## config.mk

```make
export PLATFORM = sky130hd
export DESIGN_NAME = line_raster
export DESIGN_NICKNAME = d
export VERILOG_FILES = /design/src/rtl/line_raster.sv
export SDC_FILE = /design/constraint.sdc
export NUM_CORES = 1
export LEC_CHECK = 0
export ABC_AREA = 1
export BUFFER_PORTS_ARGS = -buffer_cell sky130_fd_sc_hd__clkbuf_2
export CORE_MARGIN = 2
export CORE_UTILIZATION = 50
export DETAILED_ROUTE_END_ITERATION = 12
export PLACE_DENSITY = 0.74
export SLEW_MARGIN = 20
export SYNTH_ARGS = -nofsm -noshare
export SYNTH_HDL_FRONTEND = slang
export SYNTH_SLANG_ARGS = --single-unit
```

## constraint.sdc

```tcl
create_clock -name i_clk -period 3.5 [get_ports i_clk]
set_clock_uncertainty 0.2 [all_clocks]
set_input_delay 0.525 -clock i_clk [delete_from_list [all_inputs] [get_ports i_clk]]
set_output_delay 0.525 -clock i_clk [all_outputs]
set_load 0.01 [all_outputs]
```

## src/rtl/line_raster.sv

```systemverilog
// line_raster: Bresenham line rasteriser for a frame-buffer pixel stream.
//
// Accepts one decoded draw command at a time and emits one pixel per
// accepted downstream handshake. Only shape 4'b0000 (line) is drawn.
// Unsupported shapes and out-of-range endpoints are dropped with an err pulse.
//
// Ports
//   i_clk, i_rst              clock, synchronous active-high reset
//   i_cmd_valid / o_cmd_ready command handshake (ready only while idle)
//   i_shape, i_color          decoded shape code and pixel colour
//   i_opdata                  [75:57] point A, [56:38] point B, {x[18:9], y[8:0]}
//   o_pix_valid / i_pix_ready pixel handshake toward the frame-buffer writer
//   o_pix_x, o_pix_y          current pixel coordinate
//   o_pix_color               colour latched with the command
//   o_busy                    high whenever a command is in progress
//   o_done                    one-cycle pulse after the last pixel is taken
//   o_err                     one-cycle pulse when a command is dropped
module line_raster #(
    parameter int X_MAX = 639,
    parameter int Y_MAX = 479
) (
    input  logic        i_clk,
    input  logic        i_rst,
    input  logic        i_cmd_valid,
    output logic        o_cmd_ready,
    input  logic [3:0]  i_shape,
    input  logic [15:0] i_color,
    input  logic [75:0] i_opdata,
    output logic        o_pix_valid,
    input  logic        i_pix_ready,
    output logic [9:0]  o_pix_x,
    output logic [8:0]  o_pix_y,
    output logic [15:0] o_pix_color,
    output logic        o_busy,
    output logic        o_done,
    output logic        o_err
);

    localparam logic [9:0] LP_X_MAX = 10'(X_MAX);
    localparam logic [8:0] LP_Y_MAX = 9'(Y_MAX);

    typedef enum logic [1:0] {
        ST_IDLE  = 2'd0,
        ST_SETUP = 2'd1,
        ST_DRAW  = 2'd2,
        ST_DONE  = 2'd3
    } state_t;

    state_t r_state;
    state_t w_state_nxt;

    logic [9:0]         r_x0, r_x1, r_cur_x;
    logic [8:0]         r_y0, r_y1, r_cur_y;
    logic [15:0]        r_color;
    logic signed [11:0] r_dx, r_dy, r_e;
    logic               r_sx_neg, r_sy_neg;
    logic               r_err;

    logic [9:0]         w_cmd_x0, w_cmd_x1;
    logic [8:0]         w_cmd_y0, w_cmd_y1;
    logic               w_accept, w_legal, w_at_end, w_step;
    logic               w_step_x, w_step_y;
    logic [9:0]         w_dx_abs;
    logic [8:0]         w_dy_abs;
    logic signed [12:0] w_e2, w_dx13, w_dy13;
    logic signed [11:0] w_e_nxt;
    logic [9:0]         w_cur_x_nxt;
    logic [8:0]         w_cur_y_nxt;
    logic               w_unused_opdata;

    assign w_cmd_x0 = i_opdata[75:66];
    assign w_cmd_y0 = i_opdata[65:57];
    assign w_cmd_x1 = i_opdata[56:47];
    assign w_cmd_y1 = i_opdata[46:38];
    assign w_unused_opdata = ^i_opdata[37:0];

    assign w_accept = i_cmd_valid && (r_state == ST_IDLE);
    assign w_legal  = (i_shape == 4'b0000) &&
                      (w_cmd_x0 <= LP_X_MAX) && (w_cmd_x1 <= LP_X_MAX) &&
                      (w_cmd_y0 <= LP_Y_MAX) && (w_cmd_y1 <= LP_Y_MAX);

    // Endpoint distances from the latched command, consumed in SETUP.
    assign w_dx_abs = (r_x1 > r_x0) ? (r_x1 - r_x0) : (r_x0 - r_x1);
    assign w_dy_abs = (r_y1 > r_y0) ? (r_y1 - r_y0) : (r_y0 - r_y1);

    // Error term doubled in 13 bits so 2*e cannot wrap; dx/dy sign-extended to match.
    assign w_e2   = signed'({r_e, 1'b0});
    assign w_dx13 = signed'({r_dx[11], r_dx});
    assign w_dy13 = signed'({r_dy[11], r_dy});

    assign w_at_end = (r_cur_x == r_x1) && (r_cur_y == r_y1);
    assign w_step   = (r_state == ST_DRAW) && i_pix_ready && !w_at_end;
    assign w_step_x = (w_e2 >= w_dy13);
    assign w_step_y = (w_e2 <= w_dx13);

    // Both axis corrections use the pre-update error term.
    assign w_e_nxt = r_e + (w_step_x ? r_dy : 12'sd0) + (w_step_y ? r_dx : 12'sd0);
    assign w_cur_x_nxt = !w_step_x ? r_cur_x :
                         (r_sx_neg ? (r_cur_x - 10'd1) : (r_cur_x + 10'd1));
    assign w_cur_y_nxt = !w_step_y ? r_cur_y :
                         (r_sy_neg ? (r_cur_y - 9'd1) : (r_cur_y + 9'd1));

    // State register.
    always_ff @(posedge i_clk) begin
        if (i_rst) begin
            r_state <= ST_IDLE;
        end else begin
            r_state <= w_state_nxt;
        end
    end

    // Next-state decode.
    always_comb begin
        w_state_nxt = r_state;
        case (r_state)
            ST_IDLE: begin
                if (i_cmd_valid && w_legal) begin
                    w_state_nxt = ST_SETUP;
                end else begin
                    w_state_nxt = ST_IDLE;
                end
            end
            ST_SETUP: w_state_nxt = ST_DRAW;
            ST_DRAW: begin
                if (i_pix_ready && w_at_end) begin
                    w_state_nxt = ST_DONE;
                end else begin
                    w_state_nxt = ST_DRAW;
                end
            end
            ST_DONE: w_state_nxt = ST_IDLE;
            default: w_state_nxt = ST_IDLE;
        endcase
    end

    // Command latch, line setup and per-pixel Bresenham stepping.
    always_ff @(posedge i_clk) begin
        if (i_rst) begin
            r_x0     <= 10'd0;
            r_x1     <= 10'd0;
            r_y0     <= 9'd0;
            r_y1     <= 9'd0;
            r_cur_x  <= 10'd0;
            r_cur_y  <= 9'd0;
            r_color  <= 16'd0;
            r_dx     <= 12'sd0;
            r_dy     <= 12'sd0;
            r_e      <= 12'sd0;
            r_sx_neg <= 1'b0;
            r_sy_neg <= 1'b0;
            r_err    <= 1'b0;
        end else begin
            r_err <= w_accept && !w_legal;
            if (w_accept) begin
                r_x0    <= w_cmd_x0;
                r_y0    <= w_cmd_y0;
                r_x1    <= w_cmd_x1;
                r_y1    <= w_cmd_y1;
                r_color <= i_color;
            end
            if (r_state == ST_SETUP) begin
                r_dx     <= signed'({2'b00, w_dx_abs});
                r_dy     <= 12'sd0 - signed'({3'b000, w_dy_abs});
                r_e      <= signed'({2'b00, w_dx_abs}) - signed'({3'b000, w_dy_abs});
                r_sx_neg <= !(r_x0 < r_x1);
                r_sy_neg <= !(r_y0 < r_y1);
                r_cur_x  <= r_x0;
                r_cur_y  <= r_y0;
            end else if (w_step) begin
                r_cur_x <= w_cur_x_nxt;
                r_cur_y <= w_cur_y_nxt;
                r_e     <= w_e_nxt;
            end
        end
    end

    assign o_cmd_ready = (r_state == ST_IDLE);
    assign o_pix_valid = (r_state == ST_DRAW);
    assign o_busy      = (r_state != ST_IDLE);
    assign o_done      = (r_state == ST_DONE);
    assign o_err       = r_err;
    assign o_pix_x     = r_cur_x;
    assign o_pix_y     = r_cur_y;
    assign o_pix_color = r_color;

endmodule

```

---- Word level (Yosys, flattened, before mapping) ----
Cells that the tools add are included.
W data, S select, Z words.
word-level totals
  bits in registers ....................... 110
  latch bits .............................. 0
  RAM bits ................................ 0
  memory bits (read-only) ................. 0
  input bits .............................. 100
  output and inout port bits .............. 40
  logic and storage cells ................. 81
  memories kept ........................... 0
operators by class
  add/subtract/negate cells ............... 12
  $mul .................................... 0
  divide/modulo/power cells ............... 0
  $lt $le $gt $ge ......................... 10
  equal/unequal tests ..................... 5
  shift operators ......................... 0
  muxes and demuxes ....................... 17
  bitwise operators ....................... 0
  reductions and logical operators ........ 23
operator list
  operator                 count
  $mux W10                 6
  $mux W9                  5
  $mux W12                 3
  $le A10 B10 Y1 const B   2
  $sub A10 B10 Y10         2
  $le A9 B9 Y1 const B     2
  $sub A9 B9 Y9            2
  $ge A13 B10 Y1           1
  $le A13 B11 Y1           1
  $add A12 B11 Y12         1
  $add A12 B12 Y12         1
  $logic_and A1 B1 Y1      11
  $sub A10 B9 Y11          1
  $add A10 B1 Y10 const B  1
  $eq A10 B10 Y1           1
  $gt A10 B10 Y1           1
  $lt A10 B10 Y1           1
  $sub A1 B9 Y10 const A   1
  $sub A10 B1 Y10 const B  1
  $add A9 B1 Y9 const B    1
  $eq A9 B9 Y1             1
  $gt A9 B9 Y1             1
  $lt A9 B9 Y1             1
  $sub A9 B1 Y9 const B    1
  9 further kinds          18

---- Depth between registers and ports, before layout ----
Gate-level depths: netlist of run 1.
  depth in word-level cells ............... 8
  gate-level depth with buffers ........... 28
  depth with buffers taken out ............ 28

---- Worst setup path before layout of run 1 ----
OpenSTA, ideal clock, no wires.
  kind .................................... flip-flop to flip-flop
  start point ............................. register, netlist name r_dy[9]
  end point ............................... register r_e[11]
  library setup time ...................... 120 ps
  data arrival time ....................... 3362 ps
  required time ........................... 3180 ps
  slack ................................... -182 ps
  stages on the path, launching flop included .. 27
  buffers on the path ..................... 0
  clock period less this slack ............ 3682 ps
  path through ............................ dfxtp_1 > inv_1 > ha_1 > a21oi_1 > o21ai_0 > nor2_1 > nand2_1 > nand2_1 > nand2_1 > inv_2 > nor2_1 > fa_1 > ha_1 > inv_1 > fa_1 > inv_1 > nand3_1 > nand2_1 > nand2_1 > nand3_1 > nand2_1 > nand2_1 > a21oi_1 > inv_1 > nand3_1 > nand3_1 > a21oi_1
between the ends
  word-level cells in the longest chain between the ends .. 6
RTL lines
  element               RTL line  text
  $ge A13 B10 Y1        93        assign w_step_x = (w_e2 >= w_dy13);
  $mux W12 *            97        assign w_e_nxt = r_e + (w_step_x ? r_dy : 12'sd0) + (w_step_y ? r_dx : 12'sd0);
  $add A12 B12 Y12 *    97
  $add A12 B11 Y12 *    97
  $mux W12 *            169       end else if (w_step) begin
  $mux W12 *            161       if (r_state == ST_SETUP) begin
  to (signal assigned)  164       r_e <= signed'({2'b00, w_dx_abs}) - signed'({3'b000, w_dy_abs});
  to (signal assigned)  172       r_e <= w_e_nxt;
  to (decl)             55        logic signed [11:0] r_dx, r_dy, r_e;
Every way passes the cells marked *; elsewhere a longest branch is shown, timed or not. The select of a mux whose other input is x is not followed.
A chain may end at the register's enable or synchronous reset.

---- Worst setup path in the final report of run 1 ----
  start point ............................. register r_dx[4]
  end point ............................... register r_e[10]
between the ends
  word-level cells in the longest chain between the ends .. 5
RTL lines
  element                 RTL line  text
  from (decl)             55
  from (signal assigned)  162       r_dx <= signed'({2'b00, w_dx_abs});
  $le A13 B11 Y1          94        assign w_step_y = (w_e2 <= w_dx13);
  $mux W10 *              97
  $add A12 B11 Y12 *      97
  $mux W12 *              169
  $mux W12 *              161
Marks and branches as above.

==> results of run 1 <==
[worst register-to-register path: stages, from the launching register on]
cell and delay (ps):
dfxtp_2 340, inv_2 40, ha_4 280, nand4_1 120, o221ai_1 170, nand2_1 80, nand2_1 60, nand3b_1 190
buf_4 210, buf_6 120, nand2_1 70, inv_1 70, fa_1 510, ha_4 300, nand2_1 70, inv_2 70
nand4_1 130, nand3_2 110, nand2_2 60, nand2_1 60, nand2_1 70, nand2_1 70, nand2_1 60, nand3_2 80
nand2_1 60, nand2_1 60, inv_1 30
[registers in the layout, summed over array words and instances (netlist names)]
register / count
o_err: 1
o_pix_color: 16
o_pix_x: 10
o_pix_y: 9
r_dx: 10
r_dy: 10
r_e: 12
r_state: 2
r_sx_neg: 1
r_sy_neg: 1
r_x0: 10
r_x1: 10
r_y0: 9
r_y1: 9
[power groups by stage]
stage | Sequential, mW | Clock (mW) | Combinational (mW)
2_1_floorplan | 1.37 | 0 | 1.19
4_1_cts | 1.34 | 1.13 | 2.02
3_3_place_gp | 1.37 | 0 | 1.86
3_5_place_dp | 1.37 | 0 | 1.91
6_report | 1.34 | 1.11 | 2.14
5_1_grt | 1.35 | 1.17 | 2.39
[layer usage]
layer	vias up	part of all wire [%]	global-route usage (%)
met1	4410	43	34.76
met4	0	2.7	9.667
met2	247	49	47.39
met3	50	5.1	4.330
met5	-	0	0
li1	4825	-	-
[final cells by class]
| class | instances | area (sq um) |
|---|---|---|
| Inverter | 190 | 718.2 |
| Clock buffer | 10 | 239.0 |
| Fill cell | 1540 | 6166 |
| Multi-Input combinational cell | 1004 | 6556 |
| Tap cell | 229 | 286.5 |
| Sequential cell | 110 | 2235 |
| Clock inverter | 6 | 72.57 |
| Timing Repair Buffer | 241 | 1568 |
[path summary, 6_finish.rpt]
kind | slack, ps | end | from | cells past startpoint
setup / recovery | -260 | r_e[10] | r_dx[4] | 26
hold reg to reg | 290 | o_pix_color[9] | o_pix_color[9] | 2
hold / removal | 210 | o_pix_color[0] | i_color[0] | 3
setup reg to reg | -260 | r_e[10] | r_dx[4] | 26
[through the flow]
stage / instance area, sq um / power [mW] / worst slack (ps) / hold slack, ps / utilization, %
floorplan: 9045 / 2.561 / 1.284 / 259.3 / -
global placement: 10610 / 3.232 / -249.6 / 264.0 / 59.49
detailed placement: 10610 / 3.279 / -300.0 / 277.0 / 59.49
CTS: 11300 / 4.494 / -134.9 / 200.6 / 63.36
global route: 11670 / 4.914 / -524.4 / 217.9 / 65.44
finish: 11670 / 4.597 / -263.9 / 208.1 / 65.44
[cells in the final DEF (no fill, tap or decap), drive strengths merged, types with 2 or more instances in the layout]
master	n
a211oi	3
a21o	3
a21oi	149
a221oi	2
a31oi	10
buf	140
clkbuf	111
clkinv	2
dfxtp	110
fa	18
ha	99
inv	193
nand2	308
nand3	77
nand3b	4
nand4	18
nor2	95
nor3	8
o211ai	2
o21a	4
o21ai	141
o21bai	2
or2	7
xnor2	21
xor2	27
[repair_timing]
action                     in CTS  in global routing
gates cloned                    0                  0
setup buffers                   5                  8
setup endpoints to repair       8                 10
pin swaps                      45                 53
resized for setup              80                 73
[cells by family (layout without fill, tap and decap cells)]
group	count (synthesis)	in the layout	synth area share (%)
flops	110	110	24.40
xor+xnor	48	48	4.658
fa+ha+maj	117	117	17.72
buf+inv	232	447	9.912
compound gates	321	321	18.77
simple gates	518	518	24.54
==> results.cfg, run 1 <==
[logic_synthesis]
async_reset_ff_share_pct = 0
syn_avg_cell_area_sq_um = 6.705
ys_seq_area_share_pct = 24.40
yosysTopAreaCell = dfxtp_1
synth_edf_count = 0
yosys_register_bits = 110
syn_nets = 1563
netlist_area_sq_um = 9025
ys_warn_count = 0
synth.most_common_cell = nand2_1
ys_top_cells_by_count = 295 x nand2_1, 186 x inv_1, 149 x a21oi_1, 136 x o21ai_0, 110 x dfxtp_1
synthTopCellsByArea = dfxtp_1 24%, ha_1 14%, nand2_1 12%, a21oi_1 8.3%, inv_1 7.7%
ys.flop_type = dfxtp_1
synth_top_area_share_pct = 24.40
synth_cell_type_count = 43
syn_inst = 1346

[timing]
rsz0062_at_grt = true
fmax_ghz = 0.2657
finalSetupViolCount = 6
finalSetupTns_ps = -1180
finalCritPeriodShare_pct = 107.5
worstMarginPinSlew_ps = 806.1
slew_headroom_pct = 46.26
hold_viol_final = 0
min_period_ps = 3764
slew_violations = 0
fin_ws_ps = -263.9

[finish]
area_growth_pct = 29.36
stdcell_count = 1790
drive_gt1_share_pct = 27.23
diodes = 0
nNetsFinal = 1773

[die]
die_h_microns = 138.4
num_rows = 49
core_sq_um = 17840
die_w_microns = 138.4
io_pins = 140
die_area_sq_um = 19140
start_util_pct = 50.59

[power]
netSwitchingFraction_pct = 38.30
seqPwrFrac_pct = 29.2
peakVddDrop_mv = 0.2962
internal_power_mw = 2.836
comb_power_share_pct = 46.6
p_per_area_nw_per_um2 = 393.8
leakagePower_nw = 5.750
clock_power_share_pct = 24.2
switchingPower_mw = 1.761

[placement]
place_hpwl_mm = 19.66
gp_congestion = 0.9180
numPortBuffers = 101
dp.cells = 1761

[critical_path]
cp.required_ps = 3560
cp-start-kind = flip-flop
worstPathMaxFanout = 6
criticalPathCategory = reg2reg
cpMaxStageDelayCell = fa_1
path_delay_family = simple AND/OR/NAND/NOR gates
cp-end-kind = flip-flop
cp_num_buf_inv = 6
crit_top_cell = nand2_1
max_stage_delay_ps = 510
cp.arrival_ps = 3830

[clock_tree]
cts_tree = done
clk_latency_ps = 360
cts-root-buf = clkbuf_16
htree_levels = 3
clock-sinks = 110
max-clock-path-buffers = 2
cts_hold_buf = 0
clk_pin_slew_ps = 80
cts_made_buffers = 9

[route]
dr.pass1.iters = 5
vias = 9532
routedWlPerCell_microns = 14.95
drt-initial-drc-count = 591
viasPerCell = 5.325
drc = 0
postRouteAntennaNets = 0
finalWirelength_mm = 26.77

[global_route]
grt_usage_pct = 27.41
first_global_vias = 9480
grt_first_pass_wirelength_mm = 43.50
gr-total-overflow = 0
grt_start_max_net_pins = 94
antenna_found_initial = 0

[status]
status = complete, but fails checks
violations = setup timing

[worst_hold_path]
min_path_type = in2reg

[run]
drv_cap = 0
Power figures use the tool's default switching activity.
==> inputs of run 2 (changes only) <==
--- a/config.mk
+++ b/config.mk
@@ -7,10 +7,10 @@
 export LEC_CHECK = 0
 export ABC_AREA = 1
 export BUFFER_PORTS_ARGS = -buffer_cell sky130_fd_sc_hd__clkbuf_2
-export CORE_MARGIN = 2
+export CORE_ASPECT_RATIO = 1.4
 export CORE_UTILIZATION = 50
 export DETAILED_ROUTE_END_ITERATION = 12
-export PLACE_DENSITY = 0.74
+export PLACE_DENSITY = 0.72
 export SLEW_MARGIN = 20
 export SYNTH_ARGS = -nofsm -noshare
 export SYNTH_HDL_FRONTEND = slang
==> constraint.sdc (replaced) <==
create_clock -name i_clk -period 3.95 [get_ports i_clk]
set_clock_uncertainty 0.2 [all_clocks]
set_input_delay 0.5925 -clock i_clk [delete_from_list [all_inputs] [get_ports i_clk]]
set_output_delay 0.5925 -clock i_clk [all_outputs]
set_load 0.01 [all_outputs]
==> run 2 against run 1 <==
Against the previous run:
- the run now ends clean
- sequential share of layout area up 2.0 points
- clock-buffer cell count unchanged
- cell area down 10%
- worst hold slack better by 66 ps
- register-to-register slack better by 480 ps
- non-clock buffer count down 103
- cell count down 5.4%
- core utilization down 5.8 points
- power down 21%
- setup slack better by 480 ps
==> results.cfg, run 2 (synthesis results as in run 1) <==
[status]
status = finished clean

[clock_tree]
clk_latency_ps = 370
cts_tree = done
htree_levels = 3
cts-root-buf = clkbuf_16
cts_hold_buf = 0
clk_pin_slew_ps = 80
max-clock-path-buffers = 2
cts_made_buffers = 9
clock-sinks = 110

[placement]
dp.cells = 1674
pre_cts_slack_ps = -75.31
numPortBuffers = 101
gp_congestion = 0.9472
place_hpwl_mm = 19.01

[critical_path]
critical_path.endpoint = r_e[11]
cp-start-kind = flip-flop
cp_num_cells = 23
cpMaxStageDelayCell = fa_1
rr_endpoint = r_e[11]
worstPathMaxFanout = 7
r2r_slack_ps = 220
cp-end-kind = flip-flop
worst-r2r-cell-count = 23
worstSetupStartpoint = r_dx[6]
cp.arrival_ps = 3830
criticalPathCategory = reg2reg
cp.required_ps = 4050
cp_num_buf_inv = 4
max_stage_delay_ps = 460
timing.rr.start = r_dx[6]
path_delay_family = adder cells
crit_top_cell = nand2_1
worstPathCellList = inv_1, ha_1, a21oi_2, o21ai_0, a21oi_1, nand2_1, nand3b_1, buf_6, nand2_1, inv_1, fa_1, ha_4, a21oi_2, nand2_2, nand2_2, nand3_2, nand2_1, nand2_1, a21oi_2, inv_1, nand3_1, nand3_1, a21oi_1

[die]
die_area_sq_um = 18600
num_rows = 57
start_util_pct = 51.44
die_w_microns = 115.5
core_sq_um = 17540
io_pins = 140
die_h_microns = 161.0

[finish]
nNetsFinal = 1671
diodes = 0
mostFrequentLayoutCell = nand2_1
stdcell_count = 1694
n_fill_cell = 1754
area_growth_pct = 15.97
largest_reg_flops = 16
final_cell_mix = 288 x nand2_1, 182 x inv_1, 142 x a21oi_1
drive_gt1_share_pct = 16.12

[timing]
finalSetupViolCount = 0
finalCritPeriodShare_pct = 94.55
fmax_ghz = 0.2678
worstMarginPinSlew_ps = 797.2
fin_worst_hold_slack_ps = 273.7
slew_violations = 0
hold_viol_final = 0
slew_headroom_pct = 46.73
fin_ws_ps = 215.3
min_period_ps = 3735

[route]
vias = 8938
routedWlPerCell_microns = 14.54
dr.pass1.iters = 5
drt-initial-drc-count = 363
finalWirelength_mm = 24.63
drc = 0
viasPerCell = 5.276
postRouteAntennaNets = 0

[power]
p_per_area_nw_per_um2 = 346.5
leakagePower_nw = 5.178
total_power_mw = 3.626
peakVddDrop_mv = 0.2141

[global_route]
grt_start_max_net_pins = 91
grt_usage_pct = 27.57
antenna_found_initial = 0
grt_first_pass_wirelength_mm = 40.25
gr-total-overflow = 0
first_global_vias = 8754

[worst_hold_path]
min_path_type = in2reg

[run]
drv_cap = 0
run 2: cell types whose count changed in the layout (fill, tap and decap cells not counted), moves of 8 or more:
cell	previous run	this run
buf_4	137	35
ha_4	27	9
dfxtp_1	88	105
dfxtp_2	20	5
ha_1	69	84
nand2_1	275	288
a21oi_1	132	142
a21oi_2	17	7
inv_1	172	182
nand2_2	27	17
inv_2	15	7
nand3_1	64	72
run 2: worst min-delay path: stages:
cell,delay [ps]
clkbuf_2,70
o21ai_0,70
nor2_1,80
run 2: cell type report:
class | count | area [sq um] | area share (%)
tap | 236 | 295.3 | 2.821
timing repair buffer | 138 | 799.5 | 7.639
multi-input combinational | 1005 | 6145 | 58.71
inverter | 190 | 713.2 | 6.814
sequential | 110 | 2208 | 21.10
clock buffer | 10 | 239.0 | 2.283
clock inverter | 5 | 66.31 | 0.6336
run 2: timing repair:
item	in CTS	in global routing
setup endpoints to repair	5	7
pin swaps	0	15
cloned	0	1
resized for setup	3	48
buffers inserted	0	4
run 2: metal layers:
metal / global-route usage, % / vias to the layer above / share of wire [%]
met1: 30.74 / 4064 / 42
li1: - / 4617 / -
met4: 13.16 / 0 / 3.5
met5: 0 / - / 0
met3: 3.660 / 54 / 3.6
met2: 50.49 / 203 / 51
run 2: worst min-delay path by stage:
stage	from	endpoint	slack (ps)	cells after the start
after floorplan	r_dy[1]	r_dy[1]	260	2
after global placement	o_pix_color[5]	o_pix_color[5]	270	2
after detailed placement	o_pix_color[1]	o_pix_color[1]	270	2
after CTS	i_color[8]	o_pix_color[8]	270	3
after global routing	i_color[12]	o_pix_color[12]	290	3
final	i_color[6]	o_pix_color[6]	270	3
run 2: through the flow:
| stage | setup TNS [ps] | utilization [%] | area [sq um] |
|---|---|---|---|
| 2_1_floorplan | 0 | - | 9025 |
| 3_3_place_gp | 0 | 56.48 | 9910 |
| 3_5_place_dp | -110.6 | 56.48 | 9910 |
| 4_1_cts | 0 | 58.33 | 10230 |
| 5_1_grt | -16.71 | 59.66 | 10470 |
| 6_report | 0 | 59.66 | 10470 |
run 2: report_power, final:
part	internal (mW)	switching [mW]	total, mW
sequential	1.15	0.0376	1.19
clock	0.514	0.445	0.959
combinational	0.542	0.934	1.48
